$ cat config.mk
export PLATFORM = sky130hd
export DESIGN_NAME = fifo_wr_arbiter
export DESIGN_NICKNAME = d
export VERILOG_FILES = /design/src/rtl/fifo_wr_arbiter.sv
export SDC_FILE = /design/constraint.sdc
export NUM_CORES = 1
export LEC_CHECK = 0
export CORE_MARGIN = 2
export CORE_UTILIZATION = 39
export DETAILED_ROUTE_END_ITERATION = 10
export PLACE_DENSITY = 0.79
export SKIP_LAST_GASP = 1
export SLEW_MARGIN = 20
export SYNTH_ARGS = -nofsm -noshare
export SYNTH_HDL_FRONTEND = slang
export SYNTH_SLANG_ARGS = --single-unit
$ cat constraint.sdc
create_clock -name wclk -period 2.1 [get_ports wclk]
set_clock_uncertainty 0.05 [all_clocks]
set_input_delay 0.42 -clock wclk [delete_from_list [all_inputs] [get_ports wclk]]
set_output_delay 0.42 -clock wclk [all_outputs]
set_load 0.05 [all_outputs]
$ cat src/rtl/fifo_wr_arbiter.sv
// fifo_wr_arbiter
//   Round-robin arbiter that grants one of NUM_REQ requesters access to the
//   write side of a FIFO for a burst of up to MAX_BURST beats (halved when
//   the FIFO reports half full at grant time).
//
// Ports
//   wclk        in   FIFO write-side clock, rising edge
//   wrst_n      in   asynchronous active-low reset
//   req         in   per-requester level write request
//   req_data    in   packed requester data, slice i belongs to requester i
//   full        in   FIFO full flag, stalls the current burst
//   half_full   in   FIFO half-full flag, sampled on the grant edge
//   write_error in   FIFO write-error pulse
//   gnt         out  one-hot registered grant, zero when idle
//   ack         out  one-hot beat accept for the granted requester
//   w_en        out  FIFO write enable
//   data_in     out  FIFO write data (granted slice, zero when idle)
//   busy        out  high while a burst is in progress
//   err_cnt     out  saturating count of write_error pulses

module fifo_wr_arbiter #(
    parameter int DATA_WIDTH = 8,
    parameter int NUM_REQ    = 4,
    parameter int MAX_BURST  = 4
) (
    input  logic                          wclk,
    input  logic                          wrst_n,
    input  logic [NUM_REQ-1:0]            req,
    input  logic [NUM_REQ*DATA_WIDTH-1:0] req_data,
    input  logic                          full,
    input  logic                          half_full,
    input  logic                          write_error,
    output logic [NUM_REQ-1:0]            gnt,
    output logic [NUM_REQ-1:0]            ack,
    output logic                          w_en,
    output logic [DATA_WIDTH-1:0]         data_in,
    output logic                          busy,
    output logic [7:0]                    err_cnt
);

    localparam int IDX_W = $clog2(NUM_REQ);
    localparam int BW    = $clog2(MAX_BURST + 1);

    typedef enum logic {
        IDLE  = 1'b0,
        BURST = 1'b1
    } state_t;

    state_t             state, state_nxt;
    logic [NUM_REQ-1:0] gnt_nxt;
    logic [IDX_W-1:0]   gnt_idx, gnt_idx_nxt;
    logic [IDX_W-1:0]   last_gnt, last_gnt_nxt;
    logic [BW-1:0]      beat_cnt, beat_cnt_nxt;
    logic [BW-1:0]      limit;
    logic               half_q, half_q_nxt;
    logic               win_found;
    logic [IDX_W-1:0]   win_idx;
    logic [IDX_W-1:0]   cand;

    // Round-robin search. Walking the offsets from farthest to nearest lets
    // the nearest asserted requester (after last_gnt) overwrite the others.
    always_comb begin
        win_found = 1'b0;
        win_idx   = last_gnt;
        cand      = last_gnt;
        for (int k = NUM_REQ; k >= 1; k--) begin
            cand = IDX_W'((int'(last_gnt) + k) % NUM_REQ);
            if (req[cand]) begin
                win_found = 1'b1;
                win_idx   = cand;
            end
        end
    end

    assign limit = half_q ? BW'(MAX_BURST / 2) : BW'(MAX_BURST);
    assign busy  = (state == BURST);
    assign w_en  = (state == BURST) && req[gnt_idx] && !full;
    assign ack   = w_en ? gnt : '0;

    // One-hot AND-OR mux: gnt is all zero when idle, so data_in is zero too.
    always_comb begin
        data_in = '0;
        for (int i = 0; i < NUM_REQ; i++) begin
            if (gnt[i]) begin
                data_in = data_in | req_data[i*DATA_WIDTH +: DATA_WIDTH];
            end
        end
    end

    always_comb begin
        state_nxt    = state;
        gnt_nxt      = gnt;
        gnt_idx_nxt  = gnt_idx;
        last_gnt_nxt = last_gnt;
        beat_cnt_nxt = beat_cnt;
        half_q_nxt   = half_q;
        case (state)
            IDLE: begin
                if (win_found) begin
                    state_nxt    = BURST;
                    gnt_nxt      = {{(NUM_REQ-1){1'b0}}, 1'b1} << win_idx;
                    gnt_idx_nxt  = win_idx;
                    beat_cnt_nxt = '0;
                    half_q_nxt   = half_full;
                end
            end
            BURST: begin
                if (!req[gnt_idx] || (w_en && (beat_cnt == limit - 1'b1))) begin
                    state_nxt    = IDLE;
                    gnt_nxt      = '0;
                    last_gnt_nxt = gnt_idx;
                end else if (w_en) begin
                    beat_cnt_nxt = beat_cnt + 1'b1;
                end
            end
            default: begin
                state_nxt = IDLE;
                gnt_nxt   = '0;
            end
        endcase
    end

    always_ff @(posedge wclk or negedge wrst_n) begin
        if (!wrst_n) begin
            state    <= IDLE;
            gnt      <= '0;
            gnt_idx  <= '0;
            last_gnt <= IDX_W'(NUM_REQ - 1);
            beat_cnt <= '0;
            half_q   <= 1'b0;
        end else begin
            state    <= state_nxt;
            gnt      <= gnt_nxt;
            gnt_idx  <= gnt_idx_nxt;
            last_gnt <= last_gnt_nxt;
            beat_cnt <= beat_cnt_nxt;
            half_q   <= half_q_nxt;
        end
    end

    always_ff @(posedge wclk or negedge wrst_n) begin
        if (!wrst_n) begin
            err_cnt <= '0;
        end else if (write_error && (err_cnt != 8'hFF)) begin
            err_cnt <= err_cnt + 8'd1;
        end
    end

endmodule

After elaboration in Yosys (flattened, before gate mapping)
Index checks and enable logic that the tools add are counted.
{"block": "op_classes", "div": 0, "shifts": 1, "add_sub_neg": 7, "reduce_logical": 11, "bitwise": 4, "order_cmp": 5, "n_mux": 34, "mul": 0, "n_eq_ne": 6}
{"cell": "two-way mux 8 bit", "n": 4}
{"cell": "bitwise OR 8 bit", "n": 3}
{"cell": "less-than comparator 2 x 3 -> 1 bit, second input constant", "n": 5}
{"cell": "two-way mux 3 bit", "n": 4}
{"cell": "two-way mux 4 bit", "n": 3}
{"cell": "two-way mux 1 bit", "n": 11}
{"cell": "binary-select mux 1 bit (select 2 bit)", "n": 5}
{"cell": "adder 8 x 1 -> 8 bit, second input constant", "n": 1}
{"cell": "two-way mux 2 bit", "n": 4}
{"cell": "inequality test 8 bit, second input constant", "n": 1}
{"cell": "one-hot mux 4 bit (2 select lines)", "n": 1}
{"cell": "inequality test 2 bit, second input constant", "n": 3}
{"cell": "one-hot mux 3 bit (2 select lines)", "n": 1}
{"cell": "AND reduction 2 bit", "n": 3}
{"cell": "adder 2 x 1 -> 2 bit, second input constant", "n": 2}
{"cell": "adder 2 bit, second input constant", "n": 2}
{"cell": "logical AND 1 bit", "n": 4}
{"cell": "<< shifter 1 x 2 -> 4 bit, first input constant", "n": 1}
{"cell": "adder 3 x 1 -> 3 bit, second input constant", "n": 1}
{"cell": "== test 3 bit", "n": 1}
{"cell": "AND reduction 3 bit", "n": 1}
{"cell": "subtractor 3 x 1 -> 3 bit, second input constant", "n": 1}
{"cell": "logical NOT 1 bit", "n": 2}
{"cell": "inequality test 2 x 1 -> 1 bit, second input constant", "n": 1}
{"cell": "other kinds (3)", "n": 3}
{"block": "totals", "ff_bits": 21, "romBits": 0, "latch_bits": 0, "input_bits": 41, "word_cells": 75, "ramBits": 0, "output_inout_bits": 26, "mem_count": 0}

Depth between registers and ports, before layout
{"block": "logic_depth", "depth_word": 10, "ltp_mapped": 5, "ltp_nobuf": 5}

Least setup slack after synthesis
OpenSTA, ideal clock, no wires.
{"block": "synth_path", "path_type": "register to register", "from": "register err_cnt[0]", "to": "register err_cnt[1]", "setup_slack_ns": 0.019, "n_path_buf": 0, "arrival_ns": 1.906, "required_ns": 1.925, "stages_incl_launch_ff": 6, "synth_period_minus_slack_ns": 2.081, "setup_time_ns": 0.125, "path_cell_list": "dfrtp_1 -> ha_1 -> and3_1 -> nand3_1 -> o21ai_0 -> mux2_2"}
{"block": "synth_via", "elab_chain_len": 2, "elab_cells_between_ends": 3, "cone_classes": "add/sub (1); eq/ne (1); reduce/logical (1)"}
{"element": "from (decl)", "line": "38", "text": "output logic [7:0] err_cnt"}
{"element": "from (signal assigned)", "line": "145", "text": "err_cnt <= err_cnt + 8'd1;"}
{"element": "parallel branches: the longest is 2 deep, another holds adder 8 x 1 -> 8 bit"}
Several ways; the timed one is not identified.
A chain may end at the register's enable or synchronous reset.

Worst setup path after layout
{"block": "layout_path", "from": "register gnt_idx[0]", "to": "output ack[2]"}
{"block": "layout_via", "elab_chain_len": 5}
{"element": "from (decl)", "line": "51", "text": "logic [IDX_W-1:0] gnt_idx, gnt_idx_nxt;"}
{"element": "from (signal assigned)", "line": "134", "text": "gnt_idx <= gnt_idx_nxt;"}
{"element": "binary-select mux 1 bit (select 2 bit)", "line": "77", "text": "assign w_en = (state == BURST) && req[gnt_idx] && !full;"}
{"element": "two-way mux 1 bit (implied by the code)", "line": "77"}
{"element": "logical AND 1 bit (2 in a row)", "line": "77"}
{"element": "two-way mux 4 bit", "line": "78", "text": "assign ack = w_en ? gnt : '0;"}
{"element": "to (decl)", "line": "34", "text": "output logic [NUM_REQ-1:0] ack,"}
No other way between the ends. The select of a mux whose other input is x is not followed.

==> results.toml <==
[critical_path]
critPathBufInv = 1
worstPathCellList = "mux4_2 > and3b_2 > and2_4 > buf_8"
worstSetupEndpointType = "output pin"
critical-path-max-stage-delay_ns = 0.52
cp-start-kind = "flop"
cp_slowest_cell = "mux4_2"
required_ns = 1.63
critical_path_arrival_ns = 1.78
crit_family = "multiplexers"
critPathKind = "flop to output pin"
cp_max_fo = 5

[sta]
worst_slew_pin_slew_ns = 0.571
final.min_clock_period_ns = 2.25
finalCritPeriodShare = 1.07
setup_viol = 5
fmax_ghz = 0.444
drv_slew = 0
fin_ws_ns = -0.153
rsz0062_at_grt = "yes"
hold_violations = 0
slew_headroom = 0.615

[synth]
synthTopCellsByCount = "22 x nand2_1, 19 x dfrtp_1, 16 x a22oi_1"
synth_edf_count = 0
synth_area_um2 = 1260
async_reset_ff_frac = 1.00
ys_types = 42
yosysMostFrequentCell = "nand2_1"
synthCells = 133
synth_ff_type = "dfrtp_1"
synth_top_area_frac = 0.376
yosysTopAreaCell = "dfrtp_1"
syn_nets = 176
ys_warn_count = 0
synth_area_leaders = "dfrtp_1 38%, a22oi_1 9.5%, nand2_1 6.5%"
ys_seq_elements = 21
yosysSeqAreaShare = 0.418
synth.avg_cell_area_um2 = 9.50

[die]
die_h_um = 60.9
ios = 67
die_w_um = 60.9
coreArea_um2 = 3080
rows = 20
fp.dieArea_um2 = 3710
start_util = 0.411

[layout]
diodes = 0
final_net_count = 252
fin_area_um2 = 2150
drive_above_1_share = 0.216
final_util = 0.697
area_growth_pct = 69.8
fillers = 245

[status]
violations = "negative setup slack"
status = "finished with violations"

[detailed_routing]
via_per_inst = 5.52
via_count = 1391
postRouteAntennaNets = 0
drcViolationCount = 0
first_pass_iters = 4
wirelength_um = 4050
drtIter0Drc = 68
wl_per_cell_um = 16.1

[clocking]
clk_pin_slew_ns = 0.11
cts-root-buf = "clkbuf_4"
cts_made_buffers = 3
clock_latency_ns = 0.29
cts_hold_buf = 0
cts_buffer_depth = 2
cts_tree = "done"
clock-sinks = 21
h-tree-depth = 1

[power]
power_mw = 3.50
power_density_nw_per_um2 = 1630
leakagePower_nw = 0.969
worst_ir_drop_vdd_uv = 1090

[global_route]
grt_max_degree = 22
grt_pass1_vias = 1358
grtUsageTotal = 0.226
grt_overflow = 0
grt_antenna_before_repair = 0
grt_pass1_wl_um = 6210

[hold_path]
hp-class = "input port to async pin"

[place]
place.gp.congestion = 0.775
dpl-instance-area_um2 = 2070
numPortBuffers = 66
dp_hpwl_um = 3270
dp_slack_ns = -0.391

[job]
max-cap-violations = 0
## stage by stage
step | instances | hold WS [ns] | TNS [ns]
after global placement | 246 | 0.430 | -3.13
after global routing | 252 | 0.437 | -1.07
final | 252 | 0.399 | -0.749
after detailed placement | 246 | 0.442 | -3.26
after CTS | 252 | 0.402 | -0.815
after floorplan | 133 | 0.0744 | 0
## repair_timing
item | 4_1_cts | 5_1_grt
setup endpoints to repair | 6 | 6
setup buffers | 2 | 0
pin swaps | 0 | 0
gates resized for setup | 19 | 1
hold endpoints to repair | 0 | 0
## cells by family (layout without fill, tap and decap cells)
group	count (synthesis)	count (layout)	synth area share
compound gates	44	44	0.260
fa+ha+maj	2	2	0.0198
buf+inv	8	83	0.0297
mux	5	5	0.0525
xor+xnor	4	4	0.0277
simple gates	49	49	0.192
flops	21	21	0.418
## cell type report
cell class                      count  area, µm²  share of cell area
Tap cell                           44       55.1              0.0257
Multi-Input combinational cell    104        704               0.328
Sequential cell                    21        528               0.246
Clock buffer                        4       26.3              0.0122
Inverter                            3       11.3             0.00525
Timing Repair Buffer               76        821               0.383
## registers in the layout, summed over array words and instances, names as in the netlist
| signal | count |
|---|---|
| err_cnt | 8 |
| gnt | 4 |
| beat_cnt | 3 |
| gnt_idx | 2 |
| last_gnt | 2 |
| busy | 1 |
| half_q | 1 |
## path summary, 6_finish.rpt
path                            slack, ns         from     endpoint  cells past startpoint
worst max-delay path                -0.15   gnt_idx[0]       ack[2]                      4
worst min-delay path                 0.40       wrst_n   err_cnt[2]                      2
worst max register to register       0.14   gnt_idx[0]  last_gnt[0]                      6
worst min register to register       0.46  beat_cnt[2]  beat_cnt[2]                      1
max in group asynchronous            1.33       wrst_n  last_gnt[0]                      2
min in group wclk                    0.46  beat_cnt[2]  beat_cnt[2]                      1
## metal layers
metal	track usage	share of wire	routed length, µm
met5	0	0	0
met3	0.0533	0.10	404
met2	0.427	0.51	2040
met4	0.0901	0.025	102
met1	0.240	0.37	1490
## worst register-to-register path, cell delays in order, from the launching register on
cell,delay (ns)
dfrtp_1,0.39
mux4_2,0.52
buf_4,0.15
buf_4,0.12
o41ai_1,0.08
and2_1,0.24
mux2_2,0.35
## placed cells by master, fill, tap and decap left out, types with 2 or more instances in the layout
master / instances
a22oi_1: 16
dlygate4sd2_1: 5
o21ai_0: 4
nand3_1: 3
buf_8: 4
dfrtp_1: 19
and3_1: 5
nor2_1: 5
buf_4: 15
xnor2_1: 2
a32o_1: 4
buf_12: 8
inv_1: 3
a21oi_1: 6
ha_1: 2
clkdlybuf4s50_1: 42
mux2_2: 3
clkbuf_4: 3
dfstp_2: 2
and2_4: 4
xor2_1: 2
nand2_1: 22
nand2b_1: 3
a31o_1: 2
## power by group
part	internal (mW)	switching [mW]	leakage (nW)
Sequential	0.593	0.292	0.258
Clock	0.0738	0.114	0.0150
Combinational	1.07	1.36	0.696
No activity file was read; power rests on OpenSTA's default activity.
